<file path="config.mk">
export PLATFORM = sky130hd
export DESIGN_NAME = collision_detector
export DESIGN_NICKNAME = d
export VERILOG_FILES = /design/src/rtl/collision_detector.sv
export SDC_FILE = /design/constraint.sdc
export NUM_CORES = 1
export LEC_CHECK = 0
export CAP_MARGIN = 10
export CORE_MARGIN = 5
export CORE_UTILIZATION = 32
export DETAILED_ROUTE_END_ITERATION = 8
export PLACE_DENSITY = 0.53
export SKIP_CTS_REPAIR_TIMING = 1
export SLEW_MARGIN = 0
export SYNTH_ARGS = -nofsm -noshare
export SYNTH_HDL_FRONTEND = slang
export SYNTH_SLANG_ARGS = --single-unit
</file>
<file path="constraint.sdc">
create_clock -name clk -period 2.9 [get_ports clk]
set_input_delay 0.87 -clock clk [delete_from_list [all_inputs] [get_ports clk]]
set_output_delay 0.87 -clock clk [all_outputs]
set_load 0.02 [all_outputs]
</file>
<file path="src/rtl/collision_detector.sv">
// Turns per-pixel drawing-request overlaps into per-frame game events and hands them
// to the game controller once per frame over a valid/ack handshake.
module collision_detector #(
    parameter int N_PR  = 3,
    parameter int N_AR  = 3,
    parameter int CNT_W = 8
) (
    input  logic             clk,
    input  logic             resetN,
    input  logic             startOfFrame,
    input  logic             smileyDrawingRequest,
    input  logic [N_PR-1:0]  p_rockets_DR,
    input  logic [N_AR-1:0]  a_rockets_DR,
    input  logic             AliensDrawingRequest,
    input  logic             hit_ack,
    output logic             hit_valid,
    output logic             player_hit,
    output logic [N_PR-1:0]  p_rocket_hit,
    output logic [N_AR-1:0]  a_rocket_kill,
    output logic [N_PR-1:0]  p_rocket_clash,
    output logic [CNT_W-1:0] alien_hit_pixels,
    output logic             overrun
);

    // state | meaning
    // IDLE  | no unconsumed report; report outputs are don't-care
    // PEND  | report registers hold a report the controller has not acked
    typedef enum logic {IDLE, PEND} state_t;

    localparam logic [CNT_W-1:0] CNT_MAX = {CNT_W{1'b1}};

    function automatic logic [CNT_W-1:0] sat_add(input logic [CNT_W-1:0] x,
                                                 input logic [CNT_W-1:0] y);
        logic [CNT_W:0] sum;
        sum = {1'b0, x} + {1'b0, y};
        return sum[CNT_W] ? CNT_MAX : sum[CNT_W-1:0];
    endfunction

    logic            sof_q, smiley_q, aliens_q;
    logic [N_PR-1:0] p_q;
    logic [N_AR-1:0] a_q;

    always_ff @(posedge clk or negedge resetN) begin
        if (!resetN) begin
            sof_q    <= 1'b0;
            smiley_q <= 1'b0;
            aliens_q <= 1'b0;
            p_q      <= '0;
            a_q      <= '0;
        end else begin
            sof_q    <= startOfFrame;
            smiley_q <= smileyDrawingRequest;
            aliens_q <= AliensDrawingRequest;
            p_q      <= p_rockets_DR;
            a_q      <= a_rockets_DR;
        end
    end

    logic            ph, ap;
    logic [N_PR-1:0] prh, pc;
    logic [N_AR-1:0] ak;

    assign ph  = smiley_q & (|a_q);
    assign prh = p_q & {N_PR{aliens_q}};
    assign ak  = a_q & {N_AR{smiley_q | (|p_q)}};
    assign pc  = p_q & {N_PR{|a_q}};
    assign ap  = |prh;

    logic             acc_ph;
    logic [N_PR-1:0]  acc_prh, acc_pc;
    logic [N_AR-1:0]  acc_ak;
    logic [CNT_W-1:0] cnt;

    // The boundary pixel is folded into the snapshot, so the accumulators restart empty.
    always_ff @(posedge clk or negedge resetN) begin
        if (!resetN) begin
            acc_ph  <= 1'b0;
            acc_prh <= '0;
            acc_pc  <= '0;
            acc_ak  <= '0;
            cnt     <= '0;
        end else if (sof_q) begin
            acc_ph  <= 1'b0;
            acc_prh <= '0;
            acc_pc  <= '0;
            acc_ak  <= '0;
            cnt     <= '0;
        end else begin
            acc_ph  <= acc_ph | ph;
            acc_prh <= acc_prh | prh;
            acc_pc  <= acc_pc | pc;
            acc_ak  <= acc_ak | ak;
            cnt     <= sat_add(cnt, CNT_W'(ap));
        end
    end

    logic             snap_ph, any_new;
    logic [N_PR-1:0]  snap_prh, snap_pc;
    logic [N_AR-1:0]  snap_ak;
    logic [CNT_W-1:0] cnt_snap;

    assign snap_ph  = acc_ph | ph;
    assign snap_prh = acc_prh | prh;
    assign snap_pc  = acc_pc | pc;
    assign snap_ak  = acc_ak | ak;
    assign cnt_snap = sat_add(cnt, CNT_W'(ap));
    assign any_new  = snap_ph | (|snap_prh) | (|snap_pc) | (|snap_ak);

    state_t           state, state_nxt;
    logic             ph_nxt, ovr_nxt;
    logic [N_PR-1:0]  prh_nxt, pc_nxt;
    logic [N_AR-1:0]  ak_nxt;
    logic [CNT_W-1:0] pix_nxt;

    always_ff @(posedge clk or negedge resetN) begin
        if (!resetN) begin
            state            <= IDLE;
            player_hit       <= 1'b0;
            p_rocket_hit     <= '0;
            a_rocket_kill    <= '0;
            p_rocket_clash   <= '0;
            alien_hit_pixels <= '0;
            overrun          <= 1'b0;
        end else begin
            state            <= state_nxt;
            player_hit       <= ph_nxt;
            p_rocket_hit     <= prh_nxt;
            a_rocket_kill    <= ak_nxt;
            p_rocket_clash   <= pc_nxt;
            alien_hit_pixels <= pix_nxt;
            overrun          <= ovr_nxt;
        end
    end

    always_comb begin
        state_nxt = state;
        ph_nxt    = player_hit;
        prh_nxt   = p_rocket_hit;
        ak_nxt    = a_rocket_kill;
        pc_nxt    = p_rocket_clash;
        pix_nxt   = alien_hit_pixels;
        ovr_nxt   = overrun;
        case (state)
            IDLE: begin
                if (sof_q && any_new) begin
                    ph_nxt    = snap_ph;
                    prh_nxt   = snap_prh;
                    ak_nxt    = snap_ak;
                    pc_nxt    = snap_pc;
                    pix_nxt   = cnt_snap;
                    ovr_nxt   = 1'b0;
                    state_nxt = PEND;
                end
            end
            PEND: begin
                if (sof_q && hit_ack) begin
                    // Ack and boundary together: old report is gone, start fresh.
                    ph_nxt    = snap_ph;
                    prh_nxt   = snap_prh;
                    ak_nxt    = snap_ak;
                    pc_nxt    = snap_pc;
                    pix_nxt   = cnt_snap;
                    ovr_nxt   = 1'b0;
                    state_nxt = any_new ? PEND : IDLE;
                end else if (sof_q) begin
                    if (any_new) begin
                        ph_nxt  = player_hit | snap_ph;
                        prh_nxt = p_rocket_hit | snap_prh;
                        ak_nxt  = a_rocket_kill | snap_ak;
                        pc_nxt  = p_rocket_clash | snap_pc;
                        pix_nxt = sat_add(alien_hit_pixels, cnt_snap);
                        ovr_nxt = 1'b1;
                    end
                end else if (hit_ack) begin
                    ovr_nxt   = 1'b0;
                    state_nxt = IDLE;
                end
            end
            default: state_nxt = IDLE;
        endcase
    end

    assign hit_valid = (state == PEND);

endmodule

</file>
==> out/qor.log, run 1 <==
[finish] most frequent cells in the layout dfrtp_1, buf_4, clkdlybuf4s50_1
[synthesis] share of synthesized cell area in full adder, half adder and majority cells 7.09%
[pwr] combinational fraction of design power 30.1%
[floorplanning] initial standard-cell utilization of the core 32.7%
[floorplanning] vertical die dimension 93.4 um
[sta] setup ws final -18.8 ps
[clock_network] TritonCTS clock tree yes
[synthesis] synthesized net count 235
[critical_path] most frequent CP cell ha_4
[detailed_routing] Iteration-0 DRC Markers 44
[sta] final clock period utilization by the worst path 101%
[sta] setup repair after global routing missed its margin true
[pwr] Switching Power 0.539 mW
[global_route] via count of the first global-routing pass 1781
[critical_path] chain of cells forming the critical path o31a_2 -> ha_4 -> ha_4 -> nand4_1 -> nand2b_1 -> ha_2 -> inv_2 -> fa_2 -> nand3b_1 -> nand2_2 -> a2111oi_4 -> a221oi_2 -> a22o_1
[placement] estimated wirelength of the detail-placed design 3750 um
[pwr] switching power share of the total 31.7%
[finish] commonest non-fill, non-tap cell in the layout dfrtp_1
[synthesis] Mapped Area 0.00222 mm2
[detailed_routing] Post-DRT Antenna Nets 0
[floorplanning] width of the die 93.4 um
[floorplanning] # IOs 32
[synthesis] cell types occupying the most area after synthesis dfrtp_1, ha_1, a21oi_1
[critical_path] Crit-path slowest cell dfrtp_1
[job] MaxCap Viol Count 0
[sta] final hold viol count 0
[finish] signed area change from the synthesized netlist to the final layout 41.0%
[sta] final number of max-transition violations 0
[critical_path] required time worst endpoint 3090 ps
[pwr] relative contribution of sequential cells to total power 45.8%
[detailed_routing] DR pass1 iterations 4
[finish] diodes inserted 0
[finish] share of final-layout standard cells stronger than drive strength 1 25.2%
[clock_network] insertion delay of the later-clocked pin in the worst-skew pair 300 ps
[synthesis] largest family of logic cells by synthesized area compound AO/OA/AOI/OAI gates
[floorplanning] Core Region 0.00679 mm2
[pwr] standby leakage power 1.45 nW
[outcome] result of the run finished with violations
[sta] Hold WS 496 ps
[sta] Slew Limit Headroom 59.0%
[pwr] Cell Int Power 1.16 mW
[synthesis] instance count of the mapped netlist 211
[pwr] pwr/cell area 542 mW/mm2
[detailed_routing] routed via count 1819
[critical_path] Worst Setup Path Type register to register
[floorplanning] number of placement rows 30
[synthesis] fraction of synthesized cell area taken by the top area cell type 52.9%
[synthesis] fraction of registers with async set or reset after synthesis 100%
[sta] Slew @ Worst Pin 615 ps
[pwr] worst-case vdd ir drop 0.000301 V
[synthesis] Post-synth top flop dfrtp_1
[finish] final instance count without filler cells 382
[critical_path] endpoint kind of the worst setup timing path register
[critical_path] largest fanout of any net on the critical path 5
[synthesis] share of the yosys chip area belonging to registers 52.9%
[clock_network] # clock sinks 47
[clock_network] CTS H-tree lvls 2
[placement] routability congestion estimate 0.800
[pwr] clock power share 24.2%
[critical_path] Startpoint Class register
[placement] number of instances in the placed design 369
[critical_path] Arr. time, crit path 3110 ps
[detailed_routing] Avg WL per Cell 13.6 um
[synthesis] area share of and/or/nand/nor cells after synthesis 14.2%
[sta] Worst Skew 5.18 ps
[finish] Final nets 309
[synthesis] number of synthesized flops with an enable pin 0
[global_route] total global-route track usage 12.8%
[sta] final setup violation count 2
[clock_network] maximum count of clock buffers along a single path 2
[synthesis] mean instance size in the synthesized netlist 10.5 um2
[clock_network] number of clock buffers inserted by TritonCTS 5
[global_route] largest net degree at the start of global routing 29
[synthesis] largest area contributor in the synthesized netlist dfrtp_1
[critical_path] largest stage delay on the critical path 390 ps
[synthesis] synth warn 0
[synthesis] Cell variety after synth 41
[detailed_routing] number of design rule violations left after detail routing 0
[detailed_routing] Via density 4.76
[worst_hold_path] HP Class register to register
[clock_network] library cell used as clock root buffer clkbuf_8
[synthesis] synthesis-stage register bit count 47
[sta] maximum frequency from static timing analysis 343 MHz
[global_route] overall overflow remaining after global route 0
[sta] minimum period implied by the final worst setup slack 2920 ps
[detailed_routing] Detailed Route WL 5180 um
[global_route] antenna violations before repair 0
[placement] Port Buffers 31
[synthesis] post-synthesis compound-gate area fraction 18.8%
[synthesis] XOR/XNOR share of the synthesized area 3.15%
[global_route] wire length of the first global-routing pass 8670 um
[outcome] violations in the final reports setup timing
[clock_network] Clk pin slew, worst setup/hold paths 90 ps
[floorplanning] die outline area 0.00872 mm2
[synthesis] multiplexer share of the synthesized area 0.900%
## through the flow
stage | utilization, % | setup TNS [ps] | power [mW] | worst slack (ps) | area (um2)
after CTS | 44.8 | -303 | 1.70 | -109 | 3040
after global placement | 43.4 | -70.3 | 1.27 | -26.0 | 2950
after global routing | 46.1 | -1510 | 1.81 | -201 | 3130
final | 46.1 | -20.8 | 1.70 | -18.8 | 3130
after floorplan | - | 0 | 1.04 | 9.30 | 2280
after detailed placement | 43.4 | -217 | 1.27 | -83.3 | 2950
## state kept, by name, indices dropped and copies added (netlist names), 3 cells and up
register and count:
alien_hit_pixels 8, cnt 8, a_q 3, a_rocket_kill 3, acc_ak 3, acc_pc 3, acc_prh 3, p_q 3
p_rocket_clash 3, p_rocket_hit 3
## logic make-up after synthesis
kind of cell / after synthesis
buf+inv: 17
xor+xnor: 8
fa+ha+maj: 12
mux: 2
flops: 47
compound gates: 61
simple gates: 64
## synthesized netlist by cell type, drive strengths merged, types with 3 or more instances
cell     instances
clkbuf           3
ha              11
o21ai           12
inv             12
nand4            5
xnor2            3
nor2b            4
nand3            4
dfrtp           47
a21oi           19
a22o             7
o2bb2ai          5
or4              3
or3              3
xor2             5
nand2           20
o22ai            5
nor2            18
## cell type report
cell class / instances / area, um2
fill: 657 / 3660
timing repair buffer: 72 / 621
tap: 96 / 120
clock buffer: 6 / 72.6
inverter: 12 / 45.0
clock inverter: 2 / 16.3
sequential: 47 / 1180
multi-input combinational: 147 / 1080
## layer usage
metal / GRT usage, % / part of all wire (%) / wire length [um] / up-vias
met5: 0 / 0 / 0 / -
met2: 21.0 / 48 / 2480 / 36
met3: 2.90 / 3.8 / 195 / 2
met4: 2.93 / 0.48 / 25 / 0
li1: - / - / - / 905
met1: 17.2 / 48 / 2480 / 876
## worst paths after layout
check | start | to | slack [ps] | cells after the start
setup / recovery | p_q[0] | alien_hit_pixels[7] | -20 | 13
hold / removal | p_rocket_hit[1] | p_rocket_hit[1] | 500 | 1
min in group asynchronous | resetN | alien_hit_pixels[2] | 560 | 1
hold reg to reg | p_rocket_hit[1] | p_rocket_hit[1] | 500 | 1
setup reg to reg | p_q[0] | alien_hit_pixels[7] | -20 | 13
max in group asynchronous | resetN | acc_ak[1] | 1740 | 2
## power groups by stage
stage | Combinational (mW) | Clock, mW | Sequential (mW)
2_1_floorplan | 0.194 | 0 | 0.846
3_3_place_gp | 0.482 | 0 | 0.789
3_5_place_dp | 0.484 | 0 | 0.790
4_1_cts | 0.486 | 0.433 | 0.777
5_1_grt | 0.562 | 0.453 | 0.790
6_report | 0.511 | 0.410 | 0.777
## critical path: cells and delay by family (launching register included)
family	cells	cell delay, ps
and+or+nand+nor	4	610
AOI/OAI and AO/OA	4	1010
buffers and inverters	1	60
adders and majority gates	4	750
DFF	1	390
Note: power is estimated with default switching activity, not from simulation.
==> run 2, diff against run 1 <==
--- a/config.mk
+++ b/config.mk
@@ -10,8 +10,7 @@
 export CORE_UTILIZATION = 32
 export DETAILED_ROUTE_END_ITERATION = 8
 export PLACE_DENSITY = 0.53
-export SKIP_CTS_REPAIR_TIMING = 1
-export SLEW_MARGIN = 0
+export SLEW_MARGIN = 40
 export SYNTH_ARGS = -nofsm -noshare
 export SYNTH_HDL_FRONTEND = slang
 export SYNTH_SLANG_ARGS = --single-unit
==> constraint.sdc (replaced) <==
create_clock -name clk -period 2.9 [get_ports clk]
set_input_delay 0.435 -clock clk [delete_from_list [all_inputs] [get_ports clk]]
set_output_delay 0.435 -clock clk [all_outputs]
set_load 0.02 [all_outputs]
==> out/qor.log, run 2 (synthesis results as in run 1) <==
[critical_path] Worst Setup Path Type register to register [unchanged]
[job] MaxCap Viol Count 0 [unchanged]
[finish] diodes inserted 0 [unchanged]
[global_route] antenna violations before repair 0 [unchanged]
[global_route] wire length of the first global-routing pass 8490 um [was 8670 um]
[floorplanning] number of placement rows 30 [unchanged]
[clock_network] # clock sinks 47 [unchanged]
[global_route] largest net degree at the start of global routing 42 [was 29]
[floorplanning] initial standard-cell utilization of the core 32.7% [unchanged]
[floorplanning] die outline area 0.00872 mm2 [unchanged]
[pwr] pwr/cell area 534 mW/mm2 [was 542 mW/mm2]
[clock_network] TritonCTS clock tree yes [unchanged]
[critical_path] required time worst endpoint 3080 ps [was 3090 ps]
[finish] Final nets 311 [was 309]
[clock_network] Clk pin slew, worst setup/hold paths 100 ps [was 90 ps]
[detailed_routing] number of design rule violations left after detail routing 0 [unchanged]
[detailed_routing] Detailed Route WL 5270 um [was 5180 um]
[placement] Placed Instance Area 0.00294 mm2 [was 0.00295 mm2]
[detailed_routing] Post-DRT Antenna Nets 0 [unchanged]
[detailed_routing] Avg WL per Cell 13.7 um [was 13.6 um]
[critical_path] Arr. time, crit path 3100 ps [was 3110 ps]
[sta] final setup TNS -22.7 ps [was -20.8 ps]
[critical_path] endpoint kind of the worst setup timing path register [unchanged]
[pwr] total power draw 1.72 mW [was 1.70 mW]
[worst_hold_path] HP Class primary input to async pin [was register to register]
[outcome] result of the run finished with violations [unchanged]
[sta] setup repair after global routing missed its margin true [unchanged]
[sta] Worst Skew 9.34 ps [was 5.18 ps]
[detailed_routing] Via density 4.83 [was 4.76]
[placement] pre-CTS setup slack -80.6 ps [was -83.3 ps]
[sta] Slew Limit Headroom 64.1% [was 59.0%]
[critical_path] worst-case register-to-register setup slack -10 ps [was -20 ps]
[detailed_routing] Iteration-0 DRC Markers 56 [was 44]
[clock_network] library cell used as clock root buffer clkbuf_8 [unchanged]
[clock_network] number of clock buffers inserted by TritonCTS 5 [unchanged]
[finish] commonest non-fill, non-tap cell in the layout dfrtp_1 [unchanged]
[finish] fillcell total 637 [was 657]
[critical_path] worst reg2reg path startpoint p_q[0] [unchanged]
[pwr] worst-case vdd ir drop 0.000225 V [was 0.000301 V]
[sta] setup ws final -14.0 ps [was -18.8 ps]
[finish] signed area change from the synthesized netlist to the final layout 45.2% [was 41.0%]
[finish] most frequent cells in the layout dfrtp_1, buf_4, clkdlybuf4s50_1 [unchanged]
[finish] Util after Layout 47.5% [was 46.1%]
[clock_network] insertion delay of the later-clocked pin in the worst-skew pair 300 ps [about the same]
[outcome] violations in the final reports setup timing [unchanged]
[sta] minimum period implied by the final worst setup slack 2910 ps [was 2920 ps]
[sta] Hold WS 478 ps [was 496 ps]
[sta] final hold viol count 0 [unchanged]
[clock_network] CTS H-tree lvls 2 [unchanged]
[floorplanning] # IOs 32 [unchanged]
[sta] Slew @ Worst Pin 539 ps [was 615 ps]
[detailed_routing] routed via count 1855 [was 1819]
[sta] maximum frequency from static timing analysis 343 MHz [about the same]
[critical_path] endpoint of the most critical register-to-register path alien_hit_pixels[5] [was alien_hit_pixels[7]]
[placement] estimated wirelength of the detail-placed design 3720 um [was 3750 um]
[clock_network] maximum count of clock buffers along a single path 2 [unchanged]
[critical_path] largest stage delay on the critical path 510 ps [was 390 ps]
[detailed_routing] DR pass1 iterations 4 [unchanged]
[critical_path] largest fanout of any net on the critical path 5 [unchanged]
[floorplanning] vertical die dimension 93.4 um [unchanged]
[finish] registers with the most flip-flops alien_hit_pixels (8), cnt (8) [unchanged]
[critical_path] Crit-path slowest cell or4_4 [was dfrtp_1]
[placement] routability congestion estimate 0.773 [was 0.800]
[critical_path] Worst Reg-to-Reg Cells 14 [was 13]
[global_route] total global-route track usage 12.5% [was 12.8%]
[critical_path] chain of cells forming the critical path o31a_2 -> ha_4 -> ha_4 -> nand4_1 -> buf_4 -> buf_4 -> nand2_2 -> ha_2 -> or4_4 -> nor2_1 -> a21oi_2 -> buf_4 -> o22ai_1 -> o21ai_0 [was o31a_2 -> ha_4 -> ha_4 -> nand4_1 -> nand2b_1 -> ha_2 -> inv_2 -> fa_2 -> nand3b_1 -> nand2_2 -> a2111oi_4 -> a221oi_2 -> a22o_1]
[critical_path] most frequent CP cell buf_4 [was ha_4]
[sta] final setup violation count 3 [was 2]
[sta] final clock period utilization by the worst path 100% [was 101%]
[sta] final number of max-transition violations 0 [unchanged]
[floorplanning] width of the die 93.4 um [unchanged]
[finish] final instance count without filler cells 384 [was 382]
[floorplanning] Core Region 0.00679 mm2 [unchanged]
[placement] Port Buffers 31 [unchanged]
[pwr] standby leakage power 1.44 nW [was 1.45 nW]
[placement] number of instances in the placed design 367 [was 369]
[global_route] via count of the first global-routing pass 1762 [was 1781]
[finish] share of final-layout standard cells stronger than drive strength 1 28.8% [was 25.2%]
[critical_path] Startpoint Class register [unchanged]
[global_route] overall overflow remaining after global route 0 [unchanged]
[finish] Final Cell Area 0.00323 mm2 [was 0.00313 mm2]
run 2: power breakdown:
| group | internal [mW] | switching [mW] |
|---|---|---|
| Sequential | 0.724 | 0.0601 |
| Combinational | 0.273 | 0.252 |
| Clock | 0.174 | 0.241 |
run 2: critical path, delay by kind of cell, from the launching register on:
| kind | cells | cell delay, ps |
|---|---|---|
| AO/OA/AOI/OAI | 4 | 640 |
| buffers and inverters | 3 | 370 |
| flip-flops | 1 | 390 |
| adder cells (fa/ha/maj) | 3 | 530 |
| AND/OR/NAND/NOR | 4 | 870 |
run 2: repair_timing:
action | CTS | global route
setup buffers | 4 | 4
gates resized for setup | 14 | 20
pin swaps | 9 | 14
hold endpoints to repair | 6 | 0
endpoints found under the setup margin | 8 | 8
hold buffers | 1 | 0
run 2: worst max path at each step:
stage / slack, ps / to / depth (start not counted) / from
4_1_cts: -6 / alien_hit_pixels[7] / 13 / p_q[0]
6_report: -10 / alien_hit_pixels[5] / 14 / p_q[0]
3_5_place_dp: -80 / alien_hit_pixels[6] / 13 / p_q[2]
2_1_floorplan: 9 / alien_hit_pixels[7] / 13 / p_q[2]
3_3_place_gp: -8 / alien_hit_pixels[7] / 11 / p_q[2]
5_1_grt: -230 / alien_hit_pixels[6] / 15 / aliens_q
run 2: final cells by class:
class | instances | area (um2) | share of cell area, %
sequential | 47 | 1180 | 36.4
multi-input combinational | 147 | 1160 | 35.8
timing repair buffer | 74 | 642 | 19.9
tap | 96 | 120 | 3.72
clock buffer | 6 | 72.6 | 2.25
inverter | 12 | 45.0 | 1.40
clock inverter | 2 | 16.3 | 0.504
run 2: routing by layer:
layer  vias to the layer above  part of all wire [%]  global-route usage, %
met1                       911                    47                   16.7
met4                         0                  0.36                   3.05
met3                         2                   3.6                   2.65
met2                        39                    49                   20.7
li1                        903                     -                      -
met5                         -                     0                      0
==> run 3, diff against run 2 <==
--- a/config.mk
+++ b/config.mk
@@ -5,6 +5,7 @@
 export SDC_FILE = /design/constraint.sdc
 export NUM_CORES = 1
 export LEC_CHECK = 0
+export ABC_AREA = 0
 export CAP_MARGIN = 10
 export CORE_MARGIN = 5
 export CORE_UTILIZATION = 32
==> results of run 3 <==
The final DEF is identical to that of run 2; final timing and power are the same.
